===== src/rtl/piezo_fanfare_pkg.sv =====
// Shared types, note table and duration step for the piezo fanfare player.
// FAST_SIM_EN selects a 16x duration step so the tune plays 16x faster in simulation.
package piezo_pkg;

   typedef enum logic {IDLE, PLAY} fanfare_state_t;
   typedef logic [2:0] note_idx_t;

   localparam int NUM_NOTES = 6;
   localparam int PER_W     = 15;
   localparam int DUR_W     = 26;

   // G6 C7 E7 G7 E7 G7; periods below are for the 50 MHz reference clock
   localparam int NOTE_FREQ_HZ [NUM_NOTES] = '{1568, 2093, 2637, 3136, 2637, 3136};

   localparam logic [PER_W-1:0] NOTE_PERIOD [NUM_NOTES] =
      '{15'd31888, 15'd23889, 15'd18961, 15'd15944, 15'd18961, 15'd15944};

   localparam logic [DUR_W:0] NOTE_DUR [NUM_NOTES] =
      '{27'd8388608, 27'd8388608, 27'd8388608, 27'd12582912, 27'd4194304, 27'd33554432};

`ifdef FAST_SIM_EN
   localparam int STEP = 16;
`else
   localparam int STEP = 1;
`endif

   // Nearest-integer clock count for one cycle of a note
   function automatic logic [PER_W-1:0] note_period(input int clk_hz, input int freq_hz);
      return PER_W'((clk_hz + freq_hz / 2) / freq_hz);
   endfunction

endpackage


===== src/rtl/piezo_fanfare_tone_gen.sv =====
// Square-wave generator: free-running period counter, high for the first half-period.
module tone_gen
   import piezo_pkg::*;
(
   input  logic             clk,
   input  logic             rst,
   input  logic [PER_W-1:0] period,
   input  logic             clr,
   output logic             sq
);

   logic [PER_W-1:0] per_cnt_q, per_cnt_d;

   always_ff @(posedge clk or posedge rst) begin
      if (rst) per_cnt_q <= '0;
      else     per_cnt_q <= per_cnt_d;
   end

   always_comb begin
      per_cnt_d = per_cnt_q + 1'b1;
      if (clr || per_cnt_q >= period - 1'b1) per_cnt_d = '0;
   end

   assign sq = (per_cnt_q < (period >> 1));

endmodule


===== src/rtl/piezo_fanfare.sv =====
// Fanfare player: walks the six-note table on go, driving a differential square wave.
// Build with FAST_SIM_EN for the accelerated duration step (see piezo_pkg).
module piezo_fanfare
   import piezo_pkg::*;
#(
   parameter int CLK_FREQ_HZ = 50_000_000,
   parameter int STEP_SIZE   = STEP
) (
   input  logic clk,
   input  logic rst,
   input  logic go,
   output logic piezo,
   output logic piezo_n,
   output logic busy,
   output logic done
);

   localparam note_idx_t LAST_NOTE = note_idx_t'(NUM_NOTES - 1);

   function automatic logic [PER_W-1:0] period_of(input int idx);
      return (CLK_FREQ_HZ == 50_000_000) ? NOTE_PERIOD[idx]
                                         : note_period(CLK_FREQ_HZ, NOTE_FREQ_HZ[idx]);
   endfunction

   fanfare_state_t   state_q, state_d;
   note_idx_t        note_q, note_d;
   logic [DUR_W-1:0] dur_cnt_q, dur_cnt_d;

   logic [PER_W-1:0] period;
   logic [DUR_W:0]   dur_lim, dur_sum;
   logic             note_end, playing, sq, tone_clr;

   always_ff @(posedge clk or posedge rst) begin
      if (rst) begin
         state_q   <= IDLE;
         note_q    <= '0;
         dur_cnt_q <= '0;
      end else begin
         state_q   <= state_d;
         note_q    <= note_d;
         dur_cnt_q <= dur_cnt_d;
      end
   end

   always_comb begin
      period  = period_of(NUM_NOTES - 1);
      dur_lim = NOTE_DUR[NUM_NOTES - 1];
      case (note_q)
         3'd0:    begin period = period_of(0); dur_lim = NOTE_DUR[0]; end
         3'd1:    begin period = period_of(1); dur_lim = NOTE_DUR[1]; end
         3'd2:    begin period = period_of(2); dur_lim = NOTE_DUR[2]; end
         3'd3:    begin period = period_of(3); dur_lim = NOTE_DUR[3]; end
         3'd4:    begin period = period_of(4); dur_lim = NOTE_DUR[4]; end
         default: ;
      endcase
   end

   // One extra bit so the sum cannot wrap at the 2^25 final-note length
   assign dur_sum  = {1'b0, dur_cnt_q} + (DUR_W+1)'(STEP_SIZE);
   assign note_end = (state_q == PLAY) && (dur_sum >= dur_lim);

   always_comb begin
      state_d   = state_q;
      note_d    = note_q;
      dur_cnt_d = dur_cnt_q;
      case (state_q)
         IDLE: if (go) begin
            state_d   = PLAY;
            note_d    = '0;
            dur_cnt_d = '0;
         end
         PLAY: if (note_end) begin
            dur_cnt_d = '0;
            if (note_q == LAST_NOTE) begin
               state_d = IDLE;
               note_d  = '0;
            end else begin
               note_d = note_q + 1'b1;
            end
         end else begin
            dur_cnt_d = dur_sum[DUR_W-1:0];
         end
         default: state_d = IDLE;
      endcase
   end

   always_comb begin
      playing  = (state_q == PLAY);
      busy     = playing;
      done     = note_end && (note_q == LAST_NOTE);
      tone_clr = !playing || note_end;
      piezo    = playing && sq;
      piezo_n  = playing && !sq;
   end

   tone_gen u_tone (
      .clk    (clk),
      .rst    (rst),
      .period (period),
      .clr    (tone_clr),
      .sq     (sq)
   );

endmodule


===== config.mk =====
export PLATFORM = sky130hd
export DESIGN_NAME = piezo_fanfare
export DESIGN_NICKNAME = d
export VERILOG_FILES = /design/src/rtl/piezo_fanfare_pkg.sv /design/src/rtl/piezo_fanfare_tone_gen.sv /design/src/rtl/piezo_fanfare.sv
export SDC_FILE = /design/constraint.sdc
export NUM_CORES = 1
export LEC_CHECK = 0
export CAP_MARGIN = 20
export CELL_PAD_IN_SITES_DETAIL_PLACEMENT = 2
export CELL_PAD_IN_SITES_GLOBAL_PLACEMENT = 2
export CORE_ASPECT_RATIO = 0.5
export CORE_MARGIN = 2
export CORE_UTILIZATION = 39
export CTS_CLUSTER_DIAMETER = 60
export CTS_CLUSTER_SIZE = 30
export DETAILED_ROUTE_END_ITERATION = 10
export PLACE_DENSITY_LB_ADDON = 0.1
export SETUP_SLACK_MARGIN = 0.5
export SYNTH_ARGS = -nofsm -noshare
export SYNTH_HDL_FRONTEND = slang
export SYNTH_HIERARCHICAL = 1
export SYNTH_SLANG_ARGS = --single-unit

===== constraint.sdc =====
create_clock -name clk -period 6.8 [get_ports clk]
set_input_delay 1.7 -clock clk [delete_from_list [all_inputs] [get_ports clk]]
set_output_delay 1.7 -clock clk [all_outputs]
set_load 0.02 [all_outputs]

==> flow_summary.ini <==
[sta]
hold_viol = 0
setup_viol = 0
slew_headroom_pct = 40.7
rsz0062_at_grt = false
slew_viol_final = 0
finalWorstSetupSlack_ns = 0.715
timing.fmax_ghz = 0.164
min_period_over_period_pct = 89.5
setup-tns-final_ns = 0
finClkSkew_ns = 0.00626
worstMarginPinSlew_ns = 0.886
post-route-min-period_ns = 6.09

[route]
first_iter_violations = 87
vias = 3598
drt-met1-wl_mm = 5.69
route.met3.wl_um = 190
top_layer_used = met4
routedWlPerCell_um = 19.7
post_drt_via_cell_ratio = 5.80
route.met2.wl_mm = 6.14
ant_nets = 0
drc = 0
dr.pass1.iters = 4
wl_mm = 12.2

[clock_tree]
cts_buffer_depth = 2
ctsHoldBuffers = 0
h-tree-depth = 2
clk-insertion-delay-late_ns = 0.29
cts_buffers = 5
cts-root-buf = clkbuf_16
cts_tree = yes
cts.sinks = 45
path_clk_slew_ns = 0.07

[worst_setup_path]
path_buf_inv = 1
critPathArrivalTime_ns = 4.39
cp_slowest_cell = or4b_2
reg2regPathDepth = 14
cpMostUsedCell = and3_1
slowest_delay_ns = 0.68
r2r-start = dur_cnt_q[2]
path_max_fanout = 9
startpoint_type = register
end_kind = output port
startpoint = dur_cnt_q[0]
cp_cell_sequence = ha_4, nand4_4, or4_4, nor2_2, and3_1, nand3_1, xor2_1, ha_1, o2111ai_1, or4b_2, nor4_4, a21o_1, and2_1, and3_1, clkdlybuf4s15_2
r2r-end = u_tone/per_cnt_q[0]
setup.worst_path.class = reg -> out
reg2reg_slack_ns = 2.06
cpLargestDelayFamily = simple AND/OR/NAND/NOR gates
setup.worst_path.end = done
critical_path_depth = 15
worst_ep_required_time_ns = 5.10

[place]
dpl_cell_area_mm2 = 0.00402
place_worst_setup_slack_ns = 0.181
post-dp-hpwl_mm = 8.82
io_buffers = 6
gp_congestion = 0.835
dp.cells = 607

[power_and_ir_drop]
powerDensity_mw_per_mm2 = 429
vdd.ir_drop.worst_v = 0.000154
power_leakage_nw = 1.90

[synth]
synth-main-ff-cell = dfrtp_1
yosysTopAreaCell = dfrtp_1
synth.distinct_cells = 58
avgSynthCellArea_um2 = 8.10
synth_seq_cells = 45
synth_top_area_share_pct = 29.2
synth.yosys.seq_area_share_pct = 29.2
syn_inst = 476
synth-async-reset-ratio_pct = 100
ys_warn_count = 6
syn_area_mm2 = 0.00385
synth_edf_count = 0
yosys-top-cells-area = dfrtp_1, ha_1, xnor2_1

[grt]
grt_usage_pct = 24.0
grt_pass1_vias = 3810
grt_max_degree = 45
grt_first_pass_wirelength_mm = 19.9
grt_overflow = 0
antenna_found_initial = 0

[min_path]
min_path_type = reg -> reg
min_from = u_tone/per_cnt_q[0]

[floorplanning]
num_rows = 25
die_width_um = 145
initial_core_util_pct = 40.5
fp.dieArea_mm2 = 0.0107
fp.coreArea_mm2 = 0.00951
io_pins = 7
chipHeight_um = 74.3

[layout]
drive_gt1_share_pct = 8.25
fin_area_mm2 = 0.00428
final_cell_mix = nor2_1, dfrtp_1, inv_1
final_cells = 620
final_common_cell = nor2_1
syn_to_final_growth_pct = 11.1
finalCoreUtilization_pct = 45.0
nets = 523
diodes = 0
fillers = 1102

[flow_run]
maxCapViolations = 0

[run_status]
status = finished, final reports clean
metrics by stage:
step                      power, mW  hold WS, ns
after floorplan                1.23        0.479
after global placement         1.37        0.540
after detailed placement       1.46        0.556
after CTS                      1.83        0.566
after global routing           1.99        0.601
final                          1.84        0.571
cells by family after synthesis:
family	after synthesis	share of synthesized area [%]
AND/OR/NAND/NOR	187	25.9
buffers and inverters	61	6.92
AO/OA/AOI/OAI	112	18.6
multiplexers	1	0.260
adder cells (fa/ha/maj)	36	11.7
flip-flops	45	29.2
other	2	0.195
XOR/XNOR	32	7.27
final cells by class:
type / count / area, um2 / area share (%)
clock inverter: 3 / 68.8 / 1.61
tap: 135 / 169 / 3.95
multi-input combinational: 381 / 2520 / 58.9
clock buffer: 5 / 125 / 2.92
timing repair buffer: 15 / 129 / 3.01
inverter: 36 / 135 / 3.16
sequential: 45 / 1130 / 26.5
synthesized netlist by cell type (all sizes together) (5+ instances only):
master and number:
xor2 13, or3 6, nor3 17, nand2b 8, nand2 34, o21ai 26
dfrtp 45, nand4 14, a22o 5, nor2 42, a31oi 23, a211oi 6
nand3 29, clkbuf 11, nor4 9, ha 36, inv 36, and3 7
buf 14, xnor2 19, a21oi 30
per-layer routing:
metal	vias up	global-route usage, %
met5	-	0
met3	20	3.99
li1	1718	-
met4	0	6.04
met1	1833	29.6
met2	27	44.6
timing repair:
item / CTS / global route
pin swaps: 0 / 2
endpoints found under the setup margin: 1 / 1
resized for setup: 10 / 2
setup buffers: 1 / 4
registers in the layout, indices dropped and copies added (netlist names):
signal and cells:
dur_cnt_q 26, note_q 3, u_tone/per_cnt_q 15, busy 1
worst min path at each step:
stage | slack [ns] | cells past startpoint | endpoint
finish | 0.57 | 1 | u_tone/per_cnt_q[0]
global route | 0.60 | 1 | dur_cnt_q[23]
global placement | 0.54 | 1 | dur_cnt_q[23]
floorplan | 0.48 | 1 | u_tone/per_cnt_q[0]
detailed placement | 0.56 | 1 | dur_cnt_q[6]
CTS | 0.57 | 1 | dur_cnt_q[6]
power by group:
group | leakage (nW) | switching, mW | internal (mW)
sequential | 0.599 | 0.162 | 0.343
combinational | 1.20 | 0.632 | 0.370
clock | 0.0944 | 0.118 | 0.212
Power figures use the tool's default switching activity.
